**src/rtl/lc4_icache_dm.sv**
```systemverilog
// Direct-mapped instruction cache for the LC4 fetch path: combinational hit
// in IDLE, line refill from a fixed-latency memory, saturating hit/miss counters.
module lc4_icache_dm #(
    parameter int ADDR_W      = 16,
    parameter int DATA_W      = 16,
    parameter int INDEX_BITS  = 5,
    parameter int OFFSET_BITS = 2,
    parameter int MEM_LATENCY = 8
) (
    input  logic              clk,
    input  logic              rst,
    input  logic              gwe,
    input  logic              flush,
    input  logic [ADDR_W-1:0] addr,
    output logic              valid,
    output logic [DATA_W-1:0] data,
    output logic [ADDR_W-1:0] mem_iaddr,
    input  logic [DATA_W-1:0] mem_idata,
    output logic [15:0]       hit_cnt,
    output logic [15:0]       miss_cnt,
    output logic [1:0]        dbg_state_o
);
    localparam int W     = 1 << OFFSET_BITS;
    localparam int LINES = 1 << INDEX_BITS;
    localparam int TAG_W = ADDR_W - INDEX_BITS - OFFSET_BITS;

    if (INDEX_BITS + OFFSET_BITS > ADDR_W - 1) begin : g_geom_check
        $error("lc4_icache_dm: INDEX_BITS+OFFSET_BITS must not exceed ADDR_W-1");
    end
    if (MEM_LATENCY < 1 || MEM_LATENCY > 15) begin : g_lat_check
        $error("lc4_icache_dm: MEM_LATENCY must be in 1..15");
    end

    typedef enum logic [1:0] {S_IDLE = 2'd0, S_FILL = 2'd1, S_WAIT = 2'd2} state_t;
    state_t state_q, state_d;

    logic [TAG_W-1:0]       a_tag;
    logic [INDEX_BITS-1:0]  a_idx;
    logic [OFFSET_BITS-1:0] a_off;
    assign {a_tag, a_idx, a_off} = addr;

    logic [LINES-1:0]  line_vld_q, line_vld_d;
    logic [TAG_W-1:0]  line_tag_q  [LINES];
    logic [DATA_W-1:0] line_word_q [LINES*W];

    logic [TAG_W-1:0]       fill_tag_q;
    logic [INDEX_BITS-1:0]  fill_idx_q;
    logic [OFFSET_BITS-1:0] iss_q;
    logic [MEM_LATENCY-1:0] pipe_vld_q;
    logic [OFFSET_BITS-1:0] pipe_off_q [MEM_LATENCY];
    logic [15:0]            hit_cnt_q, miss_cnt_q;

    logic                   hit, fill_start, issue, ret_vld, ret_last;
    logic [OFFSET_BITS-1:0] ret_off;

    assign hit        = (state_q == S_IDLE) && line_vld_q[a_idx] && (line_tag_q[a_idx] == a_tag);
    assign fill_start = (state_q == S_IDLE) && !hit && !flush;
    assign issue      = (state_q == S_FILL);
    // The tail of the pipeline marks the word arriving on mem_idata this cycle.
    assign ret_vld    = pipe_vld_q[MEM_LATENCY-1];
    assign ret_off    = pipe_off_q[MEM_LATENCY-1];
    assign ret_last   = ret_vld && (ret_off == OFFSET_BITS'(W - 1));

    always_ff @(posedge clk) begin
        if (rst) begin
            state_q <= S_IDLE;
        end else if (gwe) begin
            state_q <= state_d;
        end
    end

    always_comb begin
        state_d = state_q;
        case (state_q)
            S_IDLE:  if (fill_start) state_d = S_FILL;
            S_FILL:  if (iss_q == OFFSET_BITS'(W - 1)) state_d = S_WAIT;
            S_WAIT:  if (ret_last) state_d = S_IDLE;
            default: state_d = S_IDLE;
        endcase
    end

    always_comb begin
        valid     = hit;
        data      = '0;
        mem_iaddr = '0;
        if (hit) data = line_word_q[{a_idx, a_off}];
        if (state_q == S_FILL) mem_iaddr = {fill_tag_q, fill_idx_q, iss_q};
    end

    // Flush is applied last so it wins over a same-edge line install.
    always_comb begin
        line_vld_d = line_vld_q;
        if (fill_start) line_vld_d[a_idx] = 1'b0;
        if (ret_last) line_vld_d[fill_idx_q] = 1'b1;
        if (flush) line_vld_d = '0;
    end

    always_ff @(posedge clk) begin
        if (rst) begin
            line_vld_q <= '0;
            iss_q      <= '0;
            pipe_vld_q <= '0;
            hit_cnt_q  <= '0;
            miss_cnt_q <= '0;
        end else if (gwe) begin
            line_vld_q <= line_vld_d;
            if (issue) iss_q <= iss_q + OFFSET_BITS'(1);
            pipe_vld_q[0] <= issue;
            for (int i = 1; i < MEM_LATENCY; i++) pipe_vld_q[i] <= pipe_vld_q[i-1];
            if (hit && hit_cnt_q != 16'hFFFF) hit_cnt_q <= hit_cnt_q + 16'd1;
            if (fill_start && miss_cnt_q != 16'hFFFF) miss_cnt_q <= miss_cnt_q + 16'd1;
        end
    end

    always_ff @(posedge clk) begin
        if (!rst && gwe) begin
            if (fill_start) begin
                fill_tag_q <= a_tag;
                fill_idx_q <= a_idx;
            end
            pipe_off_q[0] <= iss_q;
            for (int i = 1; i < MEM_LATENCY; i++) pipe_off_q[i] <= pipe_off_q[i-1];
            if (ret_vld) line_word_q[{fill_idx_q, ret_off}] <= mem_idata;
            if (ret_last) line_tag_q[fill_idx_q] <= fill_tag_q;
        end
    end

    assign hit_cnt     = hit_cnt_q;
    assign miss_cnt    = miss_cnt_q;
    assign dbg_state_o = state_q;

endmodule

```
**config.mk**
```make
export PLATFORM = sky130hd
export DESIGN_NAME = lc4_icache_dm
export DESIGN_NICKNAME = d
export VERILOG_FILES = /design/src/rtl/lc4_icache_dm.sv
export SDC_FILE = /design/constraint.sdc
export NUM_CORES = 2
export LEC_CHECK = 0
export CAP_MARGIN = 20
export CORE_MARGIN = 2
export CORE_UTILIZATION = 55
export DETAILED_ROUTE_END_ITERATION = 10
export PLACE_DENSITY = 0.71
export SLEW_MARGIN = 20
export SYNTH_ARGS = -nofsm -noshare
export SYNTH_HDL_FRONTEND = slang
export SYNTH_SLANG_ARGS = --single-unit
```
**constraint.sdc**
```tcl
create_clock -name clk -period 7.75 [get_ports clk]
set_clock_uncertainty 0.2 [all_clocks]
set_input_delay 1.9375 -clock clk [delete_from_list [all_inputs] [get_ports clk]]
set_output_delay 1.9375 -clock clk [all_outputs]
set_load 0.01 [all_outputs]
```
==> metrics.md <==
| Metric | Value |
|---|---|
| Synth Area in XOR/XNOR | less than 1% |
| Largest net degree at the start of global routing | ~110 |
| Cts hold-fix bufs | 0 |
| DR pass1 iterations | 6 |
| Ys async rst share | 0% |
| Met1 Use GR | between 40 and 50% |
| Via/cell ratio | 6.61 |
| Clock latency on the worst-skew pair | around 0.86 ns |
| Tightest Hold Check Type | reg -> reg |
| Crit path from | addr[4] |
| Yosys warns | 0 |
| Register bit count reported by yosys | 2,442 |
| Critical Path RT | around 5.6 ns |
| GRT overflow | 0 |
| EDFF count, synth | roughly 2,400 |
| Total Wirelength | approximately 250,000 µm |
| CP max stage delay | roughly 0.63 ns |
| Design area | about 110,000 µm² |
| Vias in the first global route | about 47,000 |
| Leakage | 34.2 nW |
| Final Critical Period | 7.71 ns |
| Commonest non-fill, non-tap cell in the layout | edfxtp_1 |
| F_max | about 130 MHz |
| Vias | 48,403 |
| CP max FO | 16 |
| Num ports | between 100 and 150 |
| WP data arrival | 5.57 ns |
| Compound-Gate Fraction of Synth Area | between 2 and 2.5% |
| CP Class | in -> out |
| WL per Instance | between 30 and 40 µm |
| Simple-gate share of the synthesized area | 2.74% |
| # port buffers | 102 |
| Met3 global-route usage | 5.48% |
| Slew Viols, Final | 0 |
| RR Startpoint | line_tag_q[21][6] |
| Remaining antenna violation count | 0 |
| Setup violators final | 0 |
| Layout area overhead | 14.8% |
| Commonest cells after routing, fill and taps aside | 2,366 x edfxtp_1, 639 x mux4_2, 339 x buf_4, 234 x clkbuf_16, 148 x nor2_1 |
| Post-Syn Area per Cell | approximately 22 µm² |
| Worst-path cell with the longest stage delay | clkdlybuf4s50_1 |
| Rows | 152 |
| P per Cell Area | about 250 nW/µm² |
| Root buf cell | clkbuf_16 |
| Core ar. | between 150,000 and 200,000 µm² |
| Num CTS Buffers | ~230 |
| Max_cap viols | 0 |
| Layout cells sized above 1 | between 30% and 40% |
| N_diodes | 0 |
| Die width | approximately 420 µm |
| Critical Path Start Type | input pin |
| CTS tree | built |
| Clock transition at path regs | approximately 0.060 ns |
| Gr usage total | about 29% |
| First-pass GRT wire length | around 350,000 µm |
| RePlAce Congestion | a little under 1 |
| Peak supply drop | 0.204 mV |
| HPWL Detailed | ~160,000 µm |
| Worst-Margin Slew | between 1 and 1.5 ns |
| Hold slack | between 0.2 and 0.25 ns |
| Final Hold Viols | 0 |
| Syn_nets | about 4,400 |
| Crit share post-route | about 100% |
| Initial Utilization | 55.2% |
| Mux share of post-synthesis cell area | between 10% and 20% |
| Post-Syn Instances | around 4,400 |
| H-Tree Depth | 4 |
| Most frequent CP cell | nor4_1 |
| Largest family of logic cells by synthesized area | multiplexers |
| Post-Synth Adder-Cell Area | 0.0397% |
| Max Buffers Root-to-Sink | 3 |
| Ys flop type | edfxtp_1 |
| HP Start | pipe_off_q[0][4] |
| GR peak layer | met2 |
| DRT iter0 DRCs | about 7,400 |
| Worst Setup End Kind | output port |
| Initial antenna violation count | 13 |
| Sequential-to-total area share from yosys stat | between 70% and 80% |
| Mapped Area | about 95,000 µm² |
| Worst-path cell chain | buf_2, buf_6, or3b_1, o22ai_1, nor4_1, mux2i_1, xor2_1, nor4_1, buf_4, nand4bb_4, buf_12, inv_2, and4_1, clkdlybuf4s50_1 |
| Distinct cell type count after synthesis | 64 |
| Clock sinks | approximately 2,400 |
| GR Util met2 | 44.6% |
| Slew headroom | 21.1% |
| Die Height | 419 µm |
| Die ar. | ~180,000 µm² |
| Outcome | finished, final reports clean |
| Nets | between 4,000 and 5,000 |
| Post-DP Area | between 100,000 and 150,000 µm² |
| DRC violations left | 0 |
[power breakdown]
part | switching (W) | internal [W] | total, W
clock | 0.00484 | 0.00644 | 0.0113
sequential | 0.00000900 | 0.0145 | 0.0145
combinational | 0.000816 | 0.000516 | 0.00133
total | 0.00567 | 0.0214 | 0.0271
[state kept, by name (all words and copies together), names as in the netlist]
register     flops
pipe_vld_q       8
pipe_off_q      16
fill_idx_q       5
iss_q            2
fill_tag_q       9
dbg_state_o      2
miss_cnt        16
line_tag_q     288
hit_cnt         16
line_vld_q      32
line_word_q   2048
[critical path: cells and delay by family]
family          cells  cell delay (ns)
simple gates        5             1.32
xor+xnor            1             0.14
compound gates      1             0.22
buf+inv             6             1.60
mux                 1             0.32
[area by class of cell]
class                      count  area [µm²]
sequential                  2442       72600
clock buffer                 284        6050
fill                       11191       62700
tap                         2310        2890
timing repair buffer         478        4360
clock inverter               137        1510
multi-input combinational   1666       21300
inverter                      10        37.5
[what timing repair did]
action / 4_1_cts / 5_1_grt
gates resized for setup: 2 / 12
buffers inserted: 2 / 2
gates cloned: 0 / 1
endpoints found under the setup margin: 12 / 12
[kinds of logic (layout without fill, tap and decap cells)]
family / Yosys count / in the layout
buffers and inverters: 276 / 909
AO/OA/AOI/OAI: 313 / 313
adder cells (fa/ha/maj): 3 / 3
AND/OR/NAND/NOR: 529 / 529
flip-flops: 2442 / 2442
multiplexers: 811 / 811
XOR/XNOR: 10 / 10
[synth_stat cells (4+ instances only)]
master | n | area, µm²
o22ai_1 | 90 | 563
or3_1 | 10 | 62.6
o221ai_1 | 5 | 43.8
o31ai_1 | 17 | 128
clkbuf_1 | 130 | 488
nand2_1 | 74 | 278
and3_1 | 18 | 113
or4b_2 | 4 | 40.0
o211ai_1 | 16 | 120
mux2i_1 | 150 | 1500
or4_1 | 20 | 150
mux2_2 | 22 | 248
a32oi_1 | 7 | 61.3
nand4_1 | 12 | 75.1
dfxtp_1 | 76 | 1520
a21oi_1 | 78 | 390
nor4_1 | 26 | 163
xor2_1 | 10 | 87.6
buf_2 | 99 | 495
nor3_1 | 24 | 120
nand4bb_1 | 6 | 67.6
a22oi_1 | 7 | 52.6
nand4b_1 | 5 | 43.8
inv_1 | 7 | 26.3
a211oi_1 | 10 | 75.1
a31o_2 | 4 | 35.0
nor2b_1 | 17 | 106
nand3b_1 | 6 | 45.0
o311ai_0 | 10 | 87.6
o21ai_0 | 41 | 205
a2111oi_0 | 6 | 52.6
buf_4 | 7 | 52.6
nand3_1 | 28 | 140
mux4_2 | 639 | 14400
buf_6 | 4 | 45.0
and2_1 | 23 | 144
buf_1 | 26 | 97.6
edfxtp_1 | 2366 | 71000
nand2b_1 | 4 | 25.0
nor2_1 | 237 | 890
[layer usage]
metal	routed length, µm	vias up
li1	-	19393
met1	93900	25598
met4	11000	8
met3	25500	493
met2	119000	2911
met5	66	-
[path summary, 6_finish.rpt]
kind	end	slack, ns	cells past startpoint
min	pipe_off_q[0][6]	0.22	0
max reg2reg	fill_tag_q[6]	3.84	11
min reg2reg	pipe_off_q[0][6]	0.22	0
max	data[2]	0.04	14
[through the flow]
stage / setup WS, ns / util, % / setup TNS [ns] / power (W) / cells
after floorplan: 0.804 / - / 0 / 0.0154 / 4384
after global placement: -0.221 / 58.8 / -1.33 / 0.0160 / 6884
after detailed placement: -0.155 / 58.9 / -0.749 / 0.0161 / 6896
after CTS: 0.00231 / 63.3 / 0 / 0.0272 / 7319
after global routing: -0.0394 / 63.4 / -0.124 / 0.0277 / 7327
final: 0.0382 / 63.4 / 0 / 0.0271 / 7327
No activity file was read; power rests on OpenSTA's default activity.
